<file path="config.mk">
export PLATFORM = sky130hd
export DESIGN_NAME = sha256_bus_loader
export DESIGN_NICKNAME = d
export VERILOG_FILES = /design/src/rtl/sha256_bus_loader_pkg.sv /design/src/rtl/sha256_bus_loader_result.sv /design/src/rtl/sha256_bus_loader.sv
export SDC_FILE = /design/constraint.sdc
export NUM_CORES = 2
export LEC_CHECK = 0
export CAP_MARGIN = 20
export CORE_AREA = 2 2 534 536
export CTS_CLUSTER_SIZE = 25
export DETAILED_ROUTE_END_ITERATION = 8
export DIE_AREA = 0 0 536 538
export PLACE_DENSITY = 0.36
export SLEW_MARGIN = 20
export SYNTH_ARGS = -nofsm -noshare
export SYNTH_HDL_FRONTEND = slang
export SYNTH_SLANG_ARGS = --single-unit
</file>
<file path="constraint.sdc">
create_clock -name io_mainClk -period 1.67 [get_ports io_mainClk]
set_input_delay 0.167 -clock io_mainClk [delete_from_list [all_inputs] [get_ports io_mainClk]]
set_output_delay 0.167 -clock io_mainClk [all_outputs]
set_load 0.01 [all_outputs]
</file>
<file path="src/rtl/sha256_bus_loader_pkg.sv">
// Shared definitions for the SHA-256/XMSS bus loader: command codes, bus address
// map, command-word bit positions and the loader state encoding. The state
// encoding is visible to software in status bits [6:4].
package sha256_bus_loader_pkg;

    // Command codes carried in command word bits [2:0]
    localparam logic [2:0] CMD_SHA256 = 3'b001;
    localparam logic [2:0] CMD_XMSS   = 3'b010;

    // Bus address map
    localparam logic [5:0] ADDR_CMD    = 6'd32;
    localparam logic [5:0] ADDR_CLR    = 6'd33;
    localparam logic [3:0] ADDR_STATUS = 4'd8;

    // Command word bit positions
    localparam int unsigned CMD_BIT_START        = 3;
    localparam int unsigned CMD_BIT_INIT_IV      = 4;
    localparam int unsigned CMD_BIT_INIT_MSG     = 5;
    localparam int unsigned CMD_BIT_SECOND_BLOCK = 6;
    localparam int unsigned CMD_BIT_MSG_LEN      = 7;
    localparam int unsigned CMD_BIT_STORE_INT    = 8;
    localparam int unsigned CMD_BIT_CONT_INT     = 9;

    typedef enum logic [2:0] {
        StIdle     = 3'd0,
        StLaunch   = 3'd1,
        StWaitBusy = 3'd2,
        StWaitDone = 3'd3,
        StCapture  = 3'd4
    } state_e;

    function automatic logic cmd_is_valid(input logic [2:0] cmd);
        return (cmd == CMD_SHA256) || (cmd == CMD_XMSS);
    endfunction

endpackage

</file>
<file path="src/rtl/sha256_bus_loader_result.sv">
// Result capture register file: RES_WORDS x 32-bit words loaded from the
// 256-bit digest in one cycle, word 0 taken from the most significant bits.
//   clk_i, rst_ni  : clock and synchronous active-low reset
//   capture_i      : load all words from output_data_i this cycle
//   output_data_i  : digest from the hashing wrapper
//   rd_idx_i       : word index to read
//   rd_word_o      : selected result word (combinational)
module sha256_bus_loader_result #(
    parameter int unsigned RES_WORDS = 8
) (
    input  logic                         clk_i,
    input  logic                         rst_ni,
    input  logic                         capture_i,
    input  logic [32*RES_WORDS-1:0]      output_data_i,
    input  logic [$clog2(RES_WORDS)-1:0] rd_idx_i,
    output logic [31:0]                  rd_word_o
);

    logic [31:0] res_q [RES_WORDS];
    logic [31:0] res_d [RES_WORDS];

    always_comb begin
        for (int unsigned j = 0; j < RES_WORDS; j++) begin
            res_d[j] = res_q[j];
            if (capture_i) begin
                res_d[j] = output_data_i[32*RES_WORDS-1 - 32*j -: 32];
            end
        end
    end

    always_ff @(posedge clk_i) begin
        if (!rst_ni) begin
            for (int unsigned j = 0; j < RES_WORDS; j++) begin
                res_q[j] <= '0;
            end
        end else begin
            res_q <= res_d;
        end
    end

    assign rd_word_o = res_q[rd_idx_i];

endmodule

</file>
<file path="src/rtl/sha256_bus_loader.sv">
// Bus-side loader for the SHA-256/XMSS hashing wrapper. Collects the 1024-bit
// input block from 32-bit word writes, latches the command and level flags,
// issues one-cycle start/init pulses, tracks the wrapper's busy/done handshake
// and captures the 256-bit digest into readable result words.
//   io_mainClk, io_systemReset : clock, synchronous active-low reset
//   bus_wr_*                   : write port (0..31 data, 32 command, 33 clear)
//   bus_rd_addr/bus_rd_data    : read port (0..7 result words, 8 status)
//   cmd_reg, input_data_reg    : command code and assembled block to wrapper
//   *_start_reg, *_init_*      : single-cycle pulses to wrapper
//   sha256XMSS_* level flags   : latched from command bits 6..9
//   sha256XMSS_done, module_busy, output_data : wrapper feedback
//   irq                        : high while result_valid or error
module sha256_bus_loader
    import sha256_bus_loader_pkg::*;
#(
    parameter int unsigned WORDS        = 32,
    parameter int unsigned RES_WORDS    = 8,
    parameter int unsigned BUSY_TIMEOUT = 16
) (
    input  logic          io_mainClk,
    input  logic          io_systemReset,
    input  logic          bus_wr_valid,
    output logic          bus_wr_ready,
    input  logic [5:0]    bus_wr_addr,
    input  logic [31:0]   bus_wr_data,
    input  logic [3:0]    bus_rd_addr,
    output logic [31:0]   bus_rd_data,
    output logic [2:0]    cmd_reg,
    output logic [1023:0] input_data_reg,
    output logic          sha256XMSS_start_reg,
    output logic          sha256_sha256_start_reg,
    output logic          sha256XMSS_init_iv,
    output logic          sha256_sha256_init_iv,
    output logic          sha256_sha256_init_message,
    output logic          sha256XMSS_second_block_data_available,
    output logic          sha256XMSS_message_length,
    output logic          sha256XMSS_store_intermediate,
    output logic          sha256XMSS_continue_intermediate,
    input  logic          sha256XMSS_done,
    input  logic [255:0]  output_data,
    input  logic          module_busy,
    output logic          irq
);

    localparam int unsigned    CntW       = $clog2(BUSY_TIMEOUT + 1);
    localparam logic [CntW-1:0] TimeoutVal = CntW'(BUSY_TIMEOUT);

    state_e          state_q, state_d;
    logic [1023:0]   input_data_q, input_data_d;
    logic [2:0]      cmd_q, cmd_d;
    logic            second_block_q, second_block_d;
    logic            msg_len_q, msg_len_d;
    logic            store_int_q, store_int_d;
    logic            cont_int_q, cont_int_d;
    logic            sha_start_q, sha_start_d;
    logic            xmss_start_q, xmss_start_d;
    logic            sha_iv_q, sha_iv_d;
    logic            xmss_iv_q, xmss_iv_d;
    logic            sha_msg_q, sha_msg_d;
    logic [CntW-1:0] cnt_q, cnt_d;
    logic            valid_q, valid_d;
    logic            err_q, err_d;
    logic            capture;
    logic [31:0]     res_word;
    logic [31:0]     status;
    logic            is_sha, is_xmss;

    always_comb begin
        state_d        = state_q;
        input_data_d   = input_data_q;
        cmd_d          = cmd_q;
        second_block_d = second_block_q;
        msg_len_d      = msg_len_q;
        store_int_d    = store_int_q;
        cont_int_d     = cont_int_q;
        sha_start_d    = 1'b0;
        xmss_start_d   = 1'b0;
        sha_iv_d       = 1'b0;
        xmss_iv_d      = 1'b0;
        sha_msg_d      = 1'b0;
        cnt_d          = cnt_q;
        valid_d        = valid_q;
        err_d          = err_q;
        capture        = 1'b0;
        is_sha         = (bus_wr_data[2:0] == CMD_SHA256);
        is_xmss        = (bus_wr_data[2:0] == CMD_XMSS);

        unique case (state_q)
            StIdle: begin
                if (bus_wr_valid) begin
                    if ({26'd0, bus_wr_addr} < WORDS) begin
                        // Word 0 lands in the most significant 32 bits
                        for (int unsigned k = 0; k < WORDS; k++) begin
                            if (bus_wr_addr == 6'(k)) begin
                                input_data_d[1023 - 32*k -: 32] = bus_wr_data;
                            end
                        end
                    end else if (bus_wr_addr == ADDR_CMD) begin
                        cmd_d          = bus_wr_data[2:0];
                        second_block_d = bus_wr_data[CMD_BIT_SECOND_BLOCK];
                        msg_len_d      = bus_wr_data[CMD_BIT_MSG_LEN];
                        store_int_d    = bus_wr_data[CMD_BIT_STORE_INT];
                        cont_int_d     = bus_wr_data[CMD_BIT_CONT_INT];
                        if (bus_wr_data[CMD_BIT_START]) begin
                            if (cmd_is_valid(bus_wr_data[2:0])) begin
                                // Pulses are registered so they are high exactly
                                // during the LAUNCH cycle.
                                state_d      = StLaunch;
                                valid_d      = 1'b0;
                                err_d        = 1'b0;
                                sha_start_d  = is_sha;
                                xmss_start_d = is_xmss;
                                sha_iv_d     = is_sha & bus_wr_data[CMD_BIT_INIT_IV];
                                xmss_iv_d    = is_xmss & bus_wr_data[CMD_BIT_INIT_IV];
                                sha_msg_d    = is_sha & bus_wr_data[CMD_BIT_INIT_MSG];
                            end else begin
                                err_d = 1'b1;
                            end
                        end
                    end else if (bus_wr_addr == ADDR_CLR) begin
                        valid_d = 1'b0;
                        err_d   = 1'b0;
                    end
                end
            end
            StLaunch: begin
                state_d = StWaitBusy;
                cnt_d   = '0;
            end
            StWaitBusy: begin
                // A fast XMSS run may finish before busy is ever observed
                if ((cmd_q == CMD_XMSS) && sha256XMSS_done) begin
                    capture = 1'b1;
                    state_d = StCapture;
                end else if (module_busy) begin
                    state_d = StWaitDone;
                end else if (cnt_q == TimeoutVal) begin
                    err_d   = 1'b1;
                    state_d = StIdle;
                end else begin
                    cnt_d = cnt_q + 1'b1;
                end
            end
            StWaitDone: begin
                if ((cmd_q == CMD_XMSS) ? sha256XMSS_done : !module_busy) begin
                    capture = 1'b1;
                    state_d = StCapture;
                end
            end
            StCapture: begin
                state_d = StIdle;
            end
            default: begin
                state_d = StIdle;
            end
        endcase

        // Digest is sampled on the completion edge, so result_valid is visible
        // the cycle after done/busy-fall; CAPTURE is the settling cycle.
        if (capture) begin
            valid_d = 1'b1;
        end
    end

    always_ff @(posedge io_mainClk) begin
        if (!io_systemReset) begin
            state_q        <= StIdle;
            input_data_q   <= '0;
            cmd_q          <= '0;
            second_block_q <= 1'b0;
            msg_len_q      <= 1'b0;
            store_int_q    <= 1'b0;
            cont_int_q     <= 1'b0;
            sha_start_q    <= 1'b0;
            xmss_start_q   <= 1'b0;
            sha_iv_q       <= 1'b0;
            xmss_iv_q      <= 1'b0;
            sha_msg_q      <= 1'b0;
            cnt_q          <= '0;
            valid_q        <= 1'b0;
            err_q          <= 1'b0;
        end else begin
            state_q        <= state_d;
            input_data_q   <= input_data_d;
            cmd_q          <= cmd_d;
            second_block_q <= second_block_d;
            msg_len_q      <= msg_len_d;
            store_int_q    <= store_int_d;
            cont_int_q     <= cont_int_d;
            sha_start_q    <= sha_start_d;
            xmss_start_q   <= xmss_start_d;
            sha_iv_q       <= sha_iv_d;
            xmss_iv_q      <= xmss_iv_d;
            sha_msg_q      <= sha_msg_d;
            cnt_q          <= cnt_d;
            valid_q        <= valid_d;
            err_q          <= err_d;
        end
    end

    sha256_bus_loader_result #(
        .RES_WORDS(RES_WORDS)
    ) u_result (
        .clk_i        (io_mainClk),
        .rst_ni       (io_systemReset),
        .capture_i    (capture),
        .output_data_i(output_data),
        .rd_idx_i     (bus_rd_addr[2:0]),
        .rd_word_o    (res_word)
    );

    assign status = {25'd0, state_q, 1'b0, err_q, (state_q != StIdle), valid_q};

    always_comb begin
        bus_rd_data = '0;
        if ({28'd0, bus_rd_addr} < RES_WORDS) begin
            bus_rd_data = res_word;
        end else if (bus_rd_addr == ADDR_STATUS) begin
            bus_rd_data = status;
        end
    end

    assign bus_wr_ready                           = (state_q == StIdle);
    assign cmd_reg                                = cmd_q;
    assign input_data_reg                         = input_data_q;
    assign sha256XMSS_start_reg                   = xmss_start_q;
    assign sha256_sha256_start_reg                = sha_start_q;
    assign sha256XMSS_init_iv                     = xmss_iv_q;
    assign sha256_sha256_init_iv                  = sha_iv_q;
    assign sha256_sha256_init_message             = sha_msg_q;
    assign sha256XMSS_second_block_data_available = second_block_q;
    assign sha256XMSS_message_length              = msg_len_q;
    assign sha256XMSS_store_intermediate          = store_int_q;
    assign sha256XMSS_continue_intermediate       = cont_int_q;
    assign irq                                    = valid_q | err_q;

endmodule

</file>
# Word level (Yosys, flattened, before mapping)

Cells that the tools add are included.

Bits in registers: 1302
Logic and storage cells: 216

Multiplexer cells: 40
$add $sub $neg: 1
$lt $le $gt $ge: 3
Bitwise logic cells: 12
Reduce and logical (&&, ||, !) cells: 49
Eq/ne operators: 57

Operators by type and width:

| kind               | number |
|---|---|
| $reduce_and 4->1   | 34 |
| $bmux 32 s3        | 1 |
| $eq 6x5->1 const B | 16 |
| $mux 32            | 3 |
| $eq 6x4->1 const B | 8 |
| $mux 3             | 9 |
| $eq 6x3->1 const B | 4 |
| $mux 1             | 19 |
| $ne 2x2->1 const B | 8 |
| $mux 5             | 3 |
| $eq 3x2->1 const B | 4 |
| $eq 6x2->1 const B | 2 |
| $eq 6x6->1 const B | 2 |
| $pmux 3 s4         | 1 |
| $pmux 5 s2         | 1 |
| $reduce_and 8->1   | 1 |
| $reduce_bool 2->1  | 4 |
| $mux 7             | 1 |
| $not 1->1          | 7 |
| $reduce_and 7->1   | 1 |
| $reduce_or 7->1    | 1 |
| $eq 3x1->1 const B | 2 |
| $eq 6x1->1 const B | 1 |
| $logic_not 6->1    | 1 |
| 21 further kinds   | 28 |

# Depth between registers and ports, before layout

Word-level depth: 9
Mapped depth: 8
Mapped depth without buffers: 6

# Modules after synthesis

A second synthesis with hierarchy kept.

Cells, all modules: 5059
Area, all modules: 49238.5 µm²

By module, submodules not included:

| module                   | area each (µm²) | cells each | times used |
|---|---|---|---|
| sha256_bus_loader        | 37583.5         | 4120       | 1 |
| sha256_bus_loader_result | 11654.9         | 939        | 1 |

# Worst setup path after synthesis

No wires, ideal clock.

Path kind: reg2reg
From: register state_q[1]
To: register input_data_q[697] (netlist: input_data_reg[697])
Setup slack: -158 ps
Stages on the path, launching flop included: 8
Data required time: 1545 ps
Arrival: 1703 ps
Setup time: 125 ps
Buffers on the path: 3
Cell sequence: dfxtp_1 > buf_6 > nor4_4 > buf_12 > nand4_4 > buf_6 > nand3_1 > o21ai_2

Cells in the longest elaborated chain, start to end: 2

Ends and longest elaborated chain:

| item                              | RTL line                 | source |
|---|---|---|
| start: declaration                | sha256_bus_loader.sv:48  | `state_e state_q, state_d;` |
| start signal: assignment          | sha256_bus_loader.sv:167 | `state_q <= StIdle;` |
| start signal: assignment          | sha256_bus_loader.sv:183 | `state_q <= state_d;` |
| $logic_not 3->1                   | sha256_bus_loader.sv:88  | `unique case (state_q)` |
| $reduce_and 4->1 (no source line) | -                        |  |
| end signal: assignment            | sha256_bus_loader.sv:184 | `input_data_q <= input_data_d;` |
| end: declaration                  | sha256_bus_loader.sv:49  | `logic [1023:0] input_data_q, input_data_d;` |

Every way passes these cells.
A chain may end at the register's enable or synchronous reset.

# Worst setup path after layout

From: register u_result.res_q[30] (netlist bit)
To: output port bus_rd_data[30]

Cells in the longest elaborated chain, start to end: 4

Ends and longest elaborated chain:

| item                                        | RTL line                       | source |
|---|---|---|
| start: declaration                          | sha256_bus_loader_result.sv:19 | `logic [31:0] res_q [RES_WORDS];` |
| start signal: assignment                    | sha256_bus_loader_result.sv:37 | `res_q <= res_d;` |
| $bmux 32 s3                                 | sha256_bus_loader_result.sv:41 | `assign rd_word_o = res_q[rd_idx_i];` |
| $mux 32 (not written as such) (2 in series) | sha256_bus_loader_result.sv:41 |  |
| $mux 32                                     | sha256_bus_loader.sv:216       | `if ({28'd0, bus_rd_addr} < RES_WORDS) begin` |
| end: declaration                            | sha256_bus_loader.sv:27        | `output logic [31:0] bus_rd_data,` |

Every way passes these cells. The select of a mux whose other input is x is not followed.

==> key figures <==
Run status
  – Outcome: finished with violations
  – Failing checks: setup timing

Synth
  – Dominant cell type by area after synthesis: dfxtp_1
  – Most used DFF post-synth: dfxtp_1
  – Post-synth top cells: 1,302 x dfxtp_1, 1,026 x nand3_1, 697 x o21ai_0, 550 x nand2_1, 300 x clkbuf_1
  – Mapped cell area: 46,900 um2
  – Flops & latches, synth: 1,302
  – Share of synthesized registers carrying an async set or reset: 0%
  – Mapped Cells: 4,955
  – Synth top area share: 55.6%
  – Count leader, synth: dfxtp_1
  – Post-synth EDFFs: 0
  – Synth top area cells: dfxtp_1 56%, nand3_1 11%, o21ai_0 7.4%
  – Syn Nets: 5,260
  – Synth warn: 0
  – Seq/Total Area, Yosys: 55.6%
  – Mean post-synth cell area: 9.47 um2
  – Library cells used by synthesis: 62

STA
  – Worst Tran Pin Value: 667 ps
  – Crit path time final: 2350 ps
  – Fin. max-slew vios: 0
  – RSZ-0062 raised after global routing: true
  – # setup viols final: 1,527
  – Fmax: 0.426 GHz
  – Setup WS post-layout: -680 ps
  – Crit share post-route: 141%
  – Layout Skew: 61.7 ps
  – Final hold viol count: 0
  – Setup TNS: -318,560 ps
  – Slew margin rel.: 55.4%

Setup path
  – Worst r2r src: state_q[1]
  – Stages on the worst setup path: 4
  – Critical Path Start Type: flip-flop
  – Crit path to: bus_rd_data[30]
  – Sequence of cells on the critical path: mux4_2 -> mux2i_1 -> nor2_1 -> buf_2
  – Delay-heaviest family, CP: multiplexers
  – Critical Path Sink Type: primary output
  – Flop2flop setup slack: -400 ps
  – CP startpoint: u_result.res_q[30]
  – Required @ worst endpoint: 1500 ps
  – Crit path kind: reg -> out
  – Slowest CP cell: mux4_2
  – R2R Path End: input_data_reg[934]
  – R2R depth: 11
  – Worst EP arrival: 2180 ps
  – CP Max Fanout: 2
  – Largest stage delay on the critical path: 550 ps
  – Buf/Inv on CP: 1

Drt
  – Initial DRC count: 3,053
  – Detailed-route wire length per cell: 28.9 um
  – DR pass1 iterations: 5
  – ANT nets after route: 0
  – Post-DR vias/cell: 4.28
  – Drt drc: 0
  – WL final: 309,000 um
  – DR vias: 45,681

Finish
  – Final net count: 7,064
  – Layout cells sized above 1: 29.6%
  – Filler Cells Inserted: 30,037
  – Register area: 26,200 um2
  – Area growth, synth to finish: 69.9%
  – Multi-input logic area: 20,700 um2
  – Util after Layout: 28.1%
  – Fin cells: 10,682
  – Largest register FFs: 1,024

CTS
  – Root buf cell: clkbuf_16
  – CTS clk-pin slew, worst paths: 60 ps
  – H-tree Lvls: 4
  – Longest Clk Path Bufs: 4
  – Clk_lat worst skew: 830 ps
  – Total CTS buffers: 165
  – TritonCTS clock tree: built
  – Clock Sinks: 1,302

Global routing
  – Grt total ovfl: 0
  – Initial antenna violation count: 98
  – Gr usage total: 17.9%
  – Largest net degree at the start of global routing: 102
  – First-pass GRT wire length: 359,000 um
  – Vias in the first global route: 41,485

Floorplan
  – Num rows: 196
  – Die extent in y: 538 um
  – Starting density of the core: 16.6%
  – Total core area: 283,000 um2
  – Die ar.: 288,000 um2
  – Die width: 536 um
  – I/O pin total: 1,373

Power
  – Power Dens Cells: 928 nW/um2
  – Static leakage: 30.0 nW
  – VDD IR max: 614 uV

Min path
  – Type of the worst min-delay path: in -> reg

Placement
  – Post-DP HPWL: 198,000 um
  – Cell total after placement: 9,915
  – PortBufs: 1,372
  – Final GP Congestion: 0.803

Run
  – Max-cap violations: 0
==> metrics by stage <==
stage | hold slack, ps | setup slack [ps] | cell area [um2] | power [mW]
2_1_floorplan | 249 | -86.5 | 47000 | 33.3
3_3_place_gp | 441 | -944 | 67600 | 36.5
3_5_place_dp | 447 | -895 | 67600 | 36.5
4_1_cts | 1.19 | -815 | 75100 | 74.8
5_1_grt | 13.2 | -774 | 79700 | 76.4
6_report | 59.7 | -680 | 79700 | 73.9
==> layout by cell type (no fill, tap or decap), types with 8 or more instances in the layout <==
cell type and instances:
mux4_2 64, nor2_2 8, nand3_4 22, nand2_4 20
clkdlybuf4s50_1 810, mux2i_1 270, clkbuf_1 39, nand3_1 759
inv_1 8, nand3_2 246, o21ai_0 551, mux2i_2 18
dfxtp_1 1204, clkinv_2 19, buf_16 45, o21ai_2 151
buf_4 235, clkbuf_8 37, clkbuf_16 216, nand4_4 24
buf_2 474, dfxtp_4 15, dlygate4sd3_1 246, buf_12 185
nand2_2 12, buf_6 51, clkdlybuf4s15_2 37, nor2_1 28
dlymetal6s2s_1 30, bufinv_16 15, nand2_1 518, o21ai_1 328
diode_2 37, dfxtp_2 83
==> timing repair <==
action                                  4_1_cts  5_1_grt
resized for setup                          2339      639
cloned                                       24       89
buffers inserted                             45       42
endpoints found under the setup margin     2211     1817
hold endpoints to repair                    380        0
pin swaps                                    29      280
hold buffers                                246        0
==> power breakdown <==
part	switching [mW]	internal, mW
Sequential	0.0584	31.1
Combinational	3.15	2.16
Clock	15.0	22.4
Total	18.2	55.7
==> worst min path at each step <==
stage / slack, ps / cells after the start / end / start
CTS: 1 / 3 / u_result.res_q[27] / output_data[27]
floorplan: 250 / 1 / sha256_sha256_start_reg / bus_wr_data[1]
finish: 60 / 3 / u_result.res_q[75] / output_data[75]
detailed placement: 450 / 2 / u_result.res_q[182] / u_result.res_q[182]
global placement: 440 / 2 / u_result.res_q[139] / u_result.res_q[139]
global route: 10 / 3 / u_result.res_q[27] / output_data[27]
==> kinds of logic after synthesis <==
family                   share of synthesized area, %
AO/OA/AOI/OAI                                    11.9
XOR/XNOR                                       0.0187
buffers and inverters                            5.65
AND/OR/NAND/NOR                                  17.4
multiplexers                                     9.39
adder cells (fa/ha/maj)                        0.0533
flip-flops                                       55.6
==> worst reg2reg max path, stage by stage (launching register included) <==
cell	delay, ps
dfxtp_4	360
buf_6	130
nor4_4	250
buf_4	170
buf_12	130
buf_12	120
buf_12	100
nand4_4	80
buf_12	180
clkbuf_16	240
nand3_1	100
o21ai_1	60
==> final cells by class <==
class,count,area share (%)
Multi-Input combinational cell,3110,25.9
Clock buffer,243,6.06
Antenna cell,37,0.116
Clock inverter,48,0.921
Tap cell,3762,5.90
Sequential cell,1302,32.9
Inverter,9,0.0424
Timing Repair Buffer,2171,28.1
==> routing by layer <==
metal / part of all wire, % / GRT usage [%]
met1: 40 / 21.1
met2: 49 / 31.4
met3: 7.6 / 4.96
met4: 3.3 / 5.05
met5: 0.096 / 0
No activity file was read; power rests on OpenSTA's default activity.
